**src/rtl/mem_port_arbiter_if.sv**
```systemverilog
// Request/response bundle between NUM_CH requesters, the arbiter and one memory port.
// The arbiter takes the slave view; the requesters plus memory model take the master view.
interface mem_port_arbiter_if #(
    parameter int NUM_CH = 2,
    parameter int ADDR_W = 64,
    parameter int DATA_W = 64,
    parameter int MASK_W = 4
);
    logic [NUM_CH-1:0]        req_valid;
    logic [NUM_CH-1:0]        req_ready;
    logic [NUM_CH-1:0]        req_wen;
    logic [NUM_CH*ADDR_W-1:0] req_addr;
    logic [NUM_CH*DATA_W-1:0] req_wdata;
    logic [NUM_CH*MASK_W-1:0] req_mask;
    logic [NUM_CH-1:0]        resp_valid;
    logic [DATA_W-1:0]        resp_rdata;
    logic                     resp_err;
    logic                     mem_req_valid;
    logic                     mem_req_ready;
    logic                     mem_wen;
    logic [ADDR_W-1:0]        mem_addr;
    logic [DATA_W-1:0]        mem_wdata;
    logic [MASK_W-1:0]        mem_mask;
    logic                     mem_resp_valid;
    logic [DATA_W-1:0]        mem_rdata;
    logic                     busy;

    modport slave (
        input  req_valid, req_wen, req_addr, req_wdata, req_mask,
               mem_req_ready, mem_resp_valid, mem_rdata,
        output req_ready, resp_valid, resp_rdata, resp_err,
               mem_req_valid, mem_wen, mem_addr, mem_wdata, mem_mask, busy
    );

    modport master (
        output req_valid, req_wen, req_addr, req_wdata, req_mask,
               mem_req_ready, mem_resp_valid, mem_rdata,
        input  req_ready, resp_valid, resp_rdata, resp_err,
               mem_req_valid, mem_wen, mem_addr, mem_wdata, mem_mask, busy
    );
endinterface

```
**src/rtl/mem_port_arbiter.sv**
```systemverilog
// Shares one memory port among NUM_CH requesters, one transaction in flight,
// fixed-priority or round-robin grant, with a response watchdog.
module mem_port_arbiter #(
    parameter int NUM_CH  = 2,
    parameter int ADDR_W  = 64,
    parameter int DATA_W  = 64,
    parameter int MASK_W  = 4,
    parameter int RR_MODE = 0,
    parameter int TIMEOUT = 256
) (
    input logic              clk,
    input logic              rst,
    mem_port_arbiter_if.slave bus
);
    // state | meaning
    // IDLE  | grant offered to the winning requester
    // ISSUE | latched request presented to memory
    // WAIT  | request accepted, waiting for response or watchdog
    // RESP  | one-cycle response pulse to the owning channel

    localparam int IDX_W = $clog2(NUM_CH);
    localparam int CNT_W = (TIMEOUT > 0) ? $clog2(TIMEOUT + 1) : 1;
    localparam logic [CNT_W-1:0] CNT_TC = CNT_W'((TIMEOUT > 0) ? TIMEOUT - 1 : 0);

    typedef enum logic [1:0] {IDLE, ISSUE, WAIT, RESP} state_t;

    state_t              state_q;
    logic [IDX_W-1:0]    rr_ptr_q;
    logic [IDX_W-1:0]    gnt_q;
    logic                wen_q;
    logic [ADDR_W-1:0]   addr_q;
    logic [DATA_W-1:0]   wdata_q;
    logic [MASK_W-1:0]   mask_q;
    logic [DATA_W-1:0]   rdata_q;
    logic                err_q;
    logic [CNT_W-1:0]    cnt_q;
    logic                mem_req_valid_q;
    logic [NUM_CH-1:0]   resp_valid_q;
    logic                busy_q;

    logic [IDX_W-1:0]    win_d;
    logic                win_found_d;
    logic [IDX_W:0]      cand_d;

    // Scan from rr_ptr (or from 0 in fixed priority), wrapping at NUM_CH.
    always_comb begin
        win_d       = '0;
        win_found_d = 1'b0;
        cand_d      = '0;
        for (int i = 0; i < NUM_CH; i++) begin
            cand_d = (RR_MODE != 0) ? ({1'b0, rr_ptr_q} + (IDX_W+1)'(i)) : (IDX_W+1)'(i);
            if (cand_d >= (IDX_W+1)'(NUM_CH))
                cand_d = cand_d - (IDX_W+1)'(NUM_CH);
            if (!win_found_d && bus.req_valid[cand_d[IDX_W-1:0]]) begin
                win_found_d = 1'b1;
                win_d       = cand_d[IDX_W-1:0];
            end
        end
    end

    // Gated by rst so no grant is offered while reset is held.
    assign bus.req_ready = (state_q == IDLE && rst && win_found_d) ?
                           (NUM_CH'(1) << win_d) : '0;

    always_ff @(posedge clk or negedge rst) begin
        if (!rst) begin
            state_q         <= IDLE;
            rr_ptr_q        <= '0;
            gnt_q           <= '0;
            wen_q           <= 1'b0;
            addr_q          <= '0;
            wdata_q         <= '0;
            mask_q          <= '0;
            rdata_q         <= '0;
            err_q           <= 1'b0;
            cnt_q           <= '0;
            mem_req_valid_q <= 1'b0;
            resp_valid_q    <= '0;
            busy_q          <= 1'b0;
        end else begin
            resp_valid_q <= '0;
            case (state_q)
                IDLE: begin
                    if (win_found_d) begin
                        gnt_q           <= win_d;
                        wen_q           <= bus.req_wen[win_d];
                        addr_q          <= bus.req_addr[win_d*ADDR_W +: ADDR_W];
                        wdata_q         <= bus.req_wdata[win_d*DATA_W +: DATA_W];
                        mask_q          <= bus.req_mask[win_d*MASK_W +: MASK_W];
                        rr_ptr_q        <= (win_d == IDX_W'(NUM_CH - 1)) ? '0 : win_d + 1'b1;
                        mem_req_valid_q <= 1'b1;
                        busy_q          <= 1'b1;
                        state_q         <= ISSUE;
                    end
                end
                ISSUE: begin
                    if (bus.mem_req_ready) begin
                        mem_req_valid_q <= 1'b0;
                        cnt_q           <= '0;
                        state_q         <= WAIT;
                    end
                end
                WAIT: begin
                    if (bus.mem_resp_valid) begin
                        rdata_q      <= wen_q ? '0 : bus.mem_rdata;
                        err_q        <= 1'b0;
                        resp_valid_q <= NUM_CH'(1) << gnt_q;
                        state_q      <= RESP;
                    end else if (TIMEOUT != 0) begin
                        if (cnt_q == CNT_TC) begin
                            rdata_q      <= '0;
                            err_q        <= 1'b1;
                            resp_valid_q <= NUM_CH'(1) << gnt_q;
                            state_q      <= RESP;
                        end else begin
                            cnt_q <= cnt_q + 1'b1;
                        end
                    end
                end
                RESP: begin
                    busy_q  <= 1'b0;
                    state_q <= IDLE;
                end
                default: state_q <= IDLE;
            endcase
        end
    end

    assign bus.mem_req_valid = mem_req_valid_q;
    assign bus.mem_wen       = wen_q;
    assign bus.mem_addr      = addr_q;
    assign bus.mem_wdata     = wdata_q;
    assign bus.mem_mask      = mask_q;
    assign bus.resp_valid    = resp_valid_q;
    assign bus.resp_rdata    = rdata_q;
    assign bus.resp_err      = err_q;
    assign bus.busy          = busy_q;
endmodule
```
**src/flat_wrapper.sv**
```systemverilog
// flat-port wrapper written by rule: the top's interface ports become plain ports
module mem_port_arbiter_flat 
#(
    parameter int NUM_CH  = 2,
    parameter int ADDR_W  = 64,
    parameter int DATA_W  = 64,
    parameter int MASK_W  = 4,
    parameter int RR_MODE = 0,
    parameter int TIMEOUT = 256
)
  (clk, rst, bus_req_valid, bus_req_wen, bus_req_addr, bus_req_wdata, bus_req_mask, bus_mem_req_ready, bus_mem_resp_valid, bus_mem_rdata, bus_req_ready, bus_resp_valid, bus_resp_rdata, bus_resp_err, bus_mem_req_valid, bus_mem_wen, bus_mem_addr, bus_mem_wdata, bus_mem_mask, bus_busy);
  mem_port_arbiter_if #(.NUM_CH(NUM_CH), .ADDR_W(ADDR_W), .DATA_W(DATA_W), .MASK_W(MASK_W)) bus_i ();
  input logic clk;
  input logic rst;
  input wire logic [$bits(bus_i.req_valid)-1:0] bus_req_valid;
  input wire logic [$bits(bus_i.req_wen)-1:0] bus_req_wen;
  input wire logic [$bits(bus_i.req_addr)-1:0] bus_req_addr;
  input wire logic [$bits(bus_i.req_wdata)-1:0] bus_req_wdata;
  input wire logic [$bits(bus_i.req_mask)-1:0] bus_req_mask;
  input wire logic [$bits(bus_i.mem_req_ready)-1:0] bus_mem_req_ready;
  input wire logic [$bits(bus_i.mem_resp_valid)-1:0] bus_mem_resp_valid;
  input wire logic [$bits(bus_i.mem_rdata)-1:0] bus_mem_rdata;
  output wire logic [$bits(bus_i.req_ready)-1:0] bus_req_ready;
  output wire logic [$bits(bus_i.resp_valid)-1:0] bus_resp_valid;
  output wire logic [$bits(bus_i.resp_rdata)-1:0] bus_resp_rdata;
  output wire logic [$bits(bus_i.resp_err)-1:0] bus_resp_err;
  output wire logic [$bits(bus_i.mem_req_valid)-1:0] bus_mem_req_valid;
  output wire logic [$bits(bus_i.mem_wen)-1:0] bus_mem_wen;
  output wire logic [$bits(bus_i.mem_addr)-1:0] bus_mem_addr;
  output wire logic [$bits(bus_i.mem_wdata)-1:0] bus_mem_wdata;
  output wire logic [$bits(bus_i.mem_mask)-1:0] bus_mem_mask;
  output wire logic [$bits(bus_i.busy)-1:0] bus_busy;
  assign bus_i.req_valid = bus_req_valid;
  assign bus_i.req_wen = bus_req_wen;
  assign bus_i.req_addr = bus_req_addr;
  assign bus_i.req_wdata = bus_req_wdata;
  assign bus_i.req_mask = bus_req_mask;
  assign bus_i.mem_req_ready = bus_mem_req_ready;
  assign bus_i.mem_resp_valid = bus_mem_resp_valid;
  assign bus_i.mem_rdata = bus_mem_rdata;
  assign bus_req_ready = bus_i.req_ready;
  assign bus_resp_valid = bus_i.resp_valid;
  assign bus_resp_rdata = bus_i.resp_rdata;
  assign bus_resp_err = bus_i.resp_err;
  assign bus_mem_req_valid = bus_i.mem_req_valid;
  assign bus_mem_wen = bus_i.mem_wen;
  assign bus_mem_addr = bus_i.mem_addr;
  assign bus_mem_wdata = bus_i.mem_wdata;
  assign bus_mem_mask = bus_i.mem_mask;
  assign bus_busy = bus_i.busy;
  mem_port_arbiter #(.NUM_CH(NUM_CH), .ADDR_W(ADDR_W), .DATA_W(DATA_W), .MASK_W(MASK_W), .RR_MODE(RR_MODE), .TIMEOUT(TIMEOUT)) u_core (.clk(clk), .rst(rst), .bus(bus_i));
endmodule
```
**config.mk**
```make
export PLATFORM = sky130hd
export DESIGN_NAME = mem_port_arbiter_flat
export DESIGN_NICKNAME = d
export VERILOG_FILES = /design/src/rtl/mem_port_arbiter_if.sv /design/src/rtl/mem_port_arbiter.sv /design/src/flat_wrapper.sv
export SDC_FILE = /design/constraint.sdc
export NUM_CORES = 1
export LEC_CHECK = 0
export ABC_AREA = 1
export BUFFER_PORTS_ARGS = -buffer_cell sky130_fd_sc_hd__buf_4
export CORE_AREA = 2 2 210 212
export DETAILED_ROUTE_END_ITERATION = 10
export DIE_AREA = 0 0 212 214
export PLACE_DENSITY = 0.44
export SLEW_MARGIN = 0
export SYNTH_ARGS = -nofsm -noshare
export SYNTH_HDL_FRONTEND = slang
export SYNTH_SLANG_ARGS = --single-unit
```
**constraint.sdc**
```tcl
create_clock -name clk -period 3.1 [get_ports clk]
set_clock_uncertainty 0.15 [all_clocks]
set_input_delay 0.155 -clock clk [delete_from_list [all_inputs] [get_ports clk]]
set_output_delay 0.155 -clock clk [all_outputs]
set_load 0.02 [all_outputs]
```
==> impl_metrics.yaml, run 1 <==
outcome:
  status: "completed"
placed_design:
  dpl.cell_count: 2185
  dpl_worst_slack_ps: 844
  place_area_um2: 14000
  gp_congestion: 0.768
  io_buffers: 539
  hpwl_um: 28400
setup_path:
  crit_end: "u_core.bus.mem_wen"
  path_class: "reg -> reg"
  critPathCaptureType: "flip-flop"
  worstPathArrival_ps: 3150
  r2r_start: "u_core.state_q[0]"
  critPathRequiredTime_ps: 3430
  crit_start: "u_core.state_q[0]"
  r2r_cells: 8
  r2r_slack_ps: 280
  cp_max_fo: 66
  r2r_end: "u_core.bus.mem_wen"
  startpoint_type: "flip-flop"
cells_and_area:
  syn_to_final_growth_pct: 93.8
  design_area_um2: 18300
  n_antenna_cell: 0
  nets: 2308
  drive_above_1_share_pct: 31.1
  final_cells: 2572
timing:
  hold_viol_final: 0
  relSlewSlack_pct: 38.1
  worst_slew_pin_slew_ps: 925
  tns_ps: 0
  fin_ws_ps: 277
  max_freq_mhz: 354
  finalSetupViolCount: 0
  rsz0062_at_grt: "false"
  period_needed_ps: 2820
  timing.final.crit_share_pct: 91.1
  drv_slew: 0
grt:
  grt_pass1_vias: 11800
  antenna_found_initial: 0
  gr-usage-all-layers_pct: 18.4
  grt_pass1_wl_um: 66500
  grt.overflow.total: 0
  grt_max_degree: 134
cts:
  path_clk_slew_ps: 60
  cts_tree: "built"
  worstSkewPairLatency_ps: 550
  post_cts_buffers: 0
  cts_buffer_depth: 3
  htree_levels: 1
  cts_hold_buf: 336
  cts_resized: 0
  cts-buffers-inserted: 28
  cts_sinks: 214
  cts-root-buf: "clkbuf_16"
yosys:
  synth.avg_cell_area_um2: 8.43
  synth-simple-area-share_pct: 21.5
  synthArstFlopShare_pct: 100
  synth_compound_area_share_pct: 15.1
  synthTopCellsByArea: "dfrtp_1 (57%), nand2_1 (12%), o21ai_0 (7.5%)"
  synth_top_family_by_area: "simple AND/OR/NAND/NOR gates"
  netlist-cell-type-count: 21
  synth-adder-area-share_pct: 0.793
  ys.flop_type: "dfrtp_1"
  synth_commonest_cells: "nand2_1 (290), dfrtp_1 (214), nor2_1 (148)"
  synth_most_common_cell: "nand2_1"
  synth_area_um2: 9460
  yosys-mux-area-fraction_pct: 0
  synth-seq-area-share_pct: 56.6
  yosysWarnings: 0
  synth_seq_cells: 214
  synthXorXnorAreaFrac_pct: 0
  synth_top_area_share_pct: 56.6
  synthCells: 1123
  synth_edf_count: 0
  syn_nets: 1465
  yosysTopAreaCell: "dfrtp_1"
floorplanning:
  start_util_pct: 22.1
  die_w_um: 212
  fp-row-count: 76
  die_area_um2: 45400
  die_y_um: 214
  core-area_um2: 42900
  io_pins: 540
detailed_routing:
  vias_per_cell: 4.28
  ant_nets: 0
  wl_per_cell_um: 16.6
  dr_total_vias: 11000
  routed_wl_um: 42700
  first_pass_iters: 5
  drc: 0
  initialDrtViolationCount: 666
job:
  drv_cap: 0
power_and_ir_drop:
  ir_drop_mv: 0.439
  p_leak_uw: 0.00916
  power_density_nw_per_um2: 922
worst_hold_path:
  hp-class: "in -> async"
power breakdown:
part	total, uW	internal [uW]	switching [uW]
clock	3310	1990	1320
sequential	4770	4050	718
combinational	8830	4280	4550
cell usage in the layout (no fill, tap or decap):
cell	instances
nand2_4	1
clkinv_2	9
buf_12	9
o21ai_2	1
buf_8	1
nand3_1	72
inv_2	5
clkbuf_1	1
o21ai_0	142
o211ai_1	2
nand2_1	290
bufinv_16	1
nor3_1	1
clkinv_4	1
buf_4	546
ha_1	6
dlygate4sd3_1	336
inv_1	20
o21ai_1	129
clkinvlp_4	1
inv_4	2
clkbuf_8	9
clkbuf_16	29
a21oi_1	7
nor2_1	148
nor2_4	2
o22ai_1	2
dfrtp_1	214
layout make-up:
cell class / instances / area, um2
multi-input combinational: 803 / 3550
inverter: 27 / 106
clock inverter: 12 / 91.3
timing repair buffer: 892 / 7660
clock buffer: 39 / 853
tap: 585 / 732
sequential: 214 / 5360
fill: 4297 / 24500
logic make-up (layout without fill, tap and decap cells):
logic type	Yosys count	after routing
AO/OA/AOI/OAI	283	283
AND/OR/NAND/NOR	514	514
buffers and inverters	106	970
adder cells (fa/ha/maj)	6	6
flip-flops	214	214
registers in the layout, indices dropped and copies added (netlist names):
signal                    cells
u_core.bus.mem_addr          64
u_core.bus.mem_wen            1
u_core.bus.mem_mask           4
u_core.gnt_q                  1
u_core.cnt_q                  9
u_core.state_q                2
u_core.bus.mem_wdata         64
u_core.bus.resp_err           1
u_core.bus.resp_valid         2
u_core.bus.busy               1
u_core.bus.mem_req_valid      1
u_core.bus.resp_rdata        64
critical path, cell delays in order, from the launching register on:
cell and delay, ps:
dfrtp_1 410, inv_1 90, ha_1 250, inv_2 70, nor2_4 180, buf_4 590, o21ai_0 220, o22ai_1 150
dlygate4sd3_1 570
metal layers:
| layer | GRT usage [%] | share of wire (%) |
|---|---|---|
| met5 | 0 | 0 |
| met2 | 31.3 | 48 |
| met4 | 5.73 | 3.2 |
| met3 | 5.79 | 8.2 |
| met1 | 22.0 | 41 |
per-stage QoR:
step	total power [uW]	hold slack (ps)	utilization (%)
6_report	16900	103	42.8
5_1_grt	18100	123	42.8
4_1_cts	17000	112	42.8
3_5_place_dp	11800	-144	32.7
3_3_place_gp	11800	-147	32.7
2_1_floorplan	8570	-291	-
how the worst min path moves through the flow:
stage          start                 endpoint  slack (ps)
6_report         rst  u_core.bus.mem_addr[30]         100
5_1_grt          rst  u_core.bus.mem_addr[30]         120
4_1_cts          rst  u_core.bus.mem_addr[30]         110
3_5_place_dp     rst  u_core.bus.mem_addr[15]        -140
3_3_place_gp     rst   u_core.bus.mem_addr[2]        -150
2_1_floorplan    rst          u_core.bus.busy        -290
No activity file was read; power rests on OpenSTA's default activity.
==> run 2: changes to the inputs <==
--- a/config.mk
+++ b/config.mk
@@ -10,6 +10,7 @@
 export CORE_AREA = 2 2 210 212
 export DETAILED_ROUTE_END_ITERATION = 10
 export DIE_AREA = 0 0 212 214
+export GPL_TIMING_DRIVEN = 0
 export PLACE_DENSITY = 0.44
 export SLEW_MARGIN = 0
 export SYNTH_ARGS = -nofsm -noshare
==> impl_metrics.yaml, run 2 (same netlist as run 1, synthesis figures left out) <==
worst_hold_path:
  min_path_cells: 4
  min-delay-start: "bus_mem_rdata[60]"
  hp-class: "in -> reg"
  min_to: "u_core.bus.resp_rdata[60]"
cells_and_area:
  fill_cells: 4374
  layout_common_cells: "buf_4 (546), dlygate4sd3_1 (336), nand2_1 (290)"
  drive_above_1_share_pct: 31.6
  mostFrequentLayoutCell: "buf_4"
  fin_util_pct: 43.3
  nets: 2372
  design_area_um2: 18600
  regArea_um2: 5360
  multiInputGateArea_um2: 3540
  syn_to_final_growth_pct: 96.3
timing:
  hold_viol_final: 0
  worst_slew_pin_slew_ps: 624
  rsz0062_at_grt: "false"
  tns_ps: 0
  relSlewSlack_pct: 58.4
  drv_slew: 0
  max_freq_mhz: 349
  finalSetupViolCount: 0
  timing.final.crit_share_pct: 92.5
  period_needed_ps: 2870
detailed_routing:
  vias_per_cell: 4.30
  drc: 0
  first_pass_iters: 5
  dr_total_vias: 11300
  ant_nets: 0
  routed_wl_um: 46000
  initialDrtViolationCount: 619
  wl_per_cell_um: 17.5
power_and_ir_drop:
  p_sw_share_pct: 39.3
  power_frac_clock_pct: 18.8
  p_sw_uw: 6730
  power_frac_comb_pct: 53.3
  p_int_uw: 10400
  pwr-share-seq_pct: 27.9
  power_density_nw_per_um2: 923
  p_leak_uw: 0.00931
  ir_drop_mv: 0.423
setup_path:
  path_class: "in -> reg"
  r2r_start: "u_core.state_q[0]"
  critPathRequiredTime_ps: 3440
  startpoint_type: "input port"
  cp_max_fo: 10
  critPathCaptureType: "flip-flop"
  r2r_slack_ps: 280
  r2r_cells: 9
  r2r_end: "u_core.bus.mem_wdata[7]"
  worstPathArrival_ps: 3200
placed_design:
  gp_congestion: 0.844
  place_area_um2: 14300
  hpwl_um: 33100
  io_buffers: 539
cts:
  post_cts_buffers: 0
  cts_tree: "built"
  cts_buffer_depth: 3
  cts-buffers-inserted: 27
  cts_sinks: 214
  path_clk_slew_ps: 60
  worstSkewPairLatency_ps: 550
  htree_levels: 1
  cts-root-buf: "clkbuf_16"
grt:
  grt_pass1_wl_um: 70600
  gr-usage-all-layers_pct: 19.9
  grt_pass1_vias: 12200
  antenna_found_initial: 2
  grt.overflow.total: 0
  grt_max_degree: 99
floorplanning:
  core-area_um2: 42900
  die_area_um2: 45400
  fp-row-count: 76
  die_y_um: 214
  start_util_pct: 22.1
  die_w_um: 212
  io_pins: 540
outcome:
  status: "completed"
job:
  drv_cap: 0
run 2: changes by cell type in the layout (fill, tap and decap cells not counted), sizes merged:
cell / previous run / this run
clkinv: 10 / 3
inv: 27 / 28
diode: 0 / 2
clkinvlp: 1 / 0
buf: 556 / 595
clkbuf: 39 / 65
bufinv: 1 / 2
run 2: metal layers:
layer | vias up | part of all wire, % | global-route usage, %
li1 | 5495 | - | -
met1 | 5344 | 41 | 23.6
met2 | 396 | 49 | 35.0
met3 | 82 | 7.5 | 5.60
met4 | 0 | 3.1 | 5.87
met5 | - | 0 | 0
run 2: worst max-delay path by stage:
stage | start | to | slack [ps] | depth (start not counted)
4_1_cts | bus_req_valid[0] | bus_req_ready[1] | 100 | 9
3_5_place_dp | bus_req_valid[0] | u_core.bus.mem_wdata[7] | 650 | 8
5_1_grt | bus_req_valid[0] | u_core.bus.mem_wdata[7] | 4 | 10
6_report | bus_req_valid[0] | u_core.bus.mem_wdata[7] | 230 | 10
2_1_floorplan | u_core.cnt_q[0] | u_core.bus.resp_rdata[0] | 1220 | 13
3_3_place_gp | rst | bus_req_ready[0] | -370 | 4
run 2: what timing repair did:
action	4_1_cts	5_1_grt
resized for setup	0	2
setup endpoints to repair	0	1
hold buffers	337	0
hold endpoints to repair	416	0
run 2: critical path, stage by stage:
cell,delay (ps)
dlygate4sd3_1,540
buf_4,140
inv_2,50
nand2_2,180
inv_2,280
buf_4,280
clkbuf_1,510
o21ai_0,320
o21ai_1,180
dlygate4sd3_1,560
run 2: power groups by stage:
| stage | clock network, uW | registers (uW) | logic [uW] |
|---|---|---|---|
| 6_report | 3220 | 4790 | 9140 |
| 3_5_place_dp | 0 | 4780 | 7390 |
| 3_3_place_gp | 0 | 4770 | 7360 |
| 5_1_grt | 3450 | 4940 | 9980 |
| 4_1_cts | 3350 | 4770 | 9180 |
| 2_1_floorplan | 0 | 6180 | 2400 |
run 2: metrics by stage:
step                hold slack [ps]  worst slack, ps  total power [uW]  instances
global route                    229             3.63             18400       2632
global placement                241             -369             12100       2247
finish                          232              234             17100       2633
floorplan                      -291             1220              8570       1123
detailed placement             -116              655             12200       2249
CTS                             197             95.7             17300       2631
run 2: final cells by class:
class                           instances  share of cell area, %
Buffer                                 79                   2.54
Sequential cell                       214                   28.8
Inverter                               27                  0.546
Antenna cell                            2                 0.0269
Clock inverter                          6                  0.451
Clock buffer                           39                   4.31
Multi-Input combinational cell        803                   19.0
Timing Repair Buffer                  878                   40.3
Tap cell                              585                   3.94
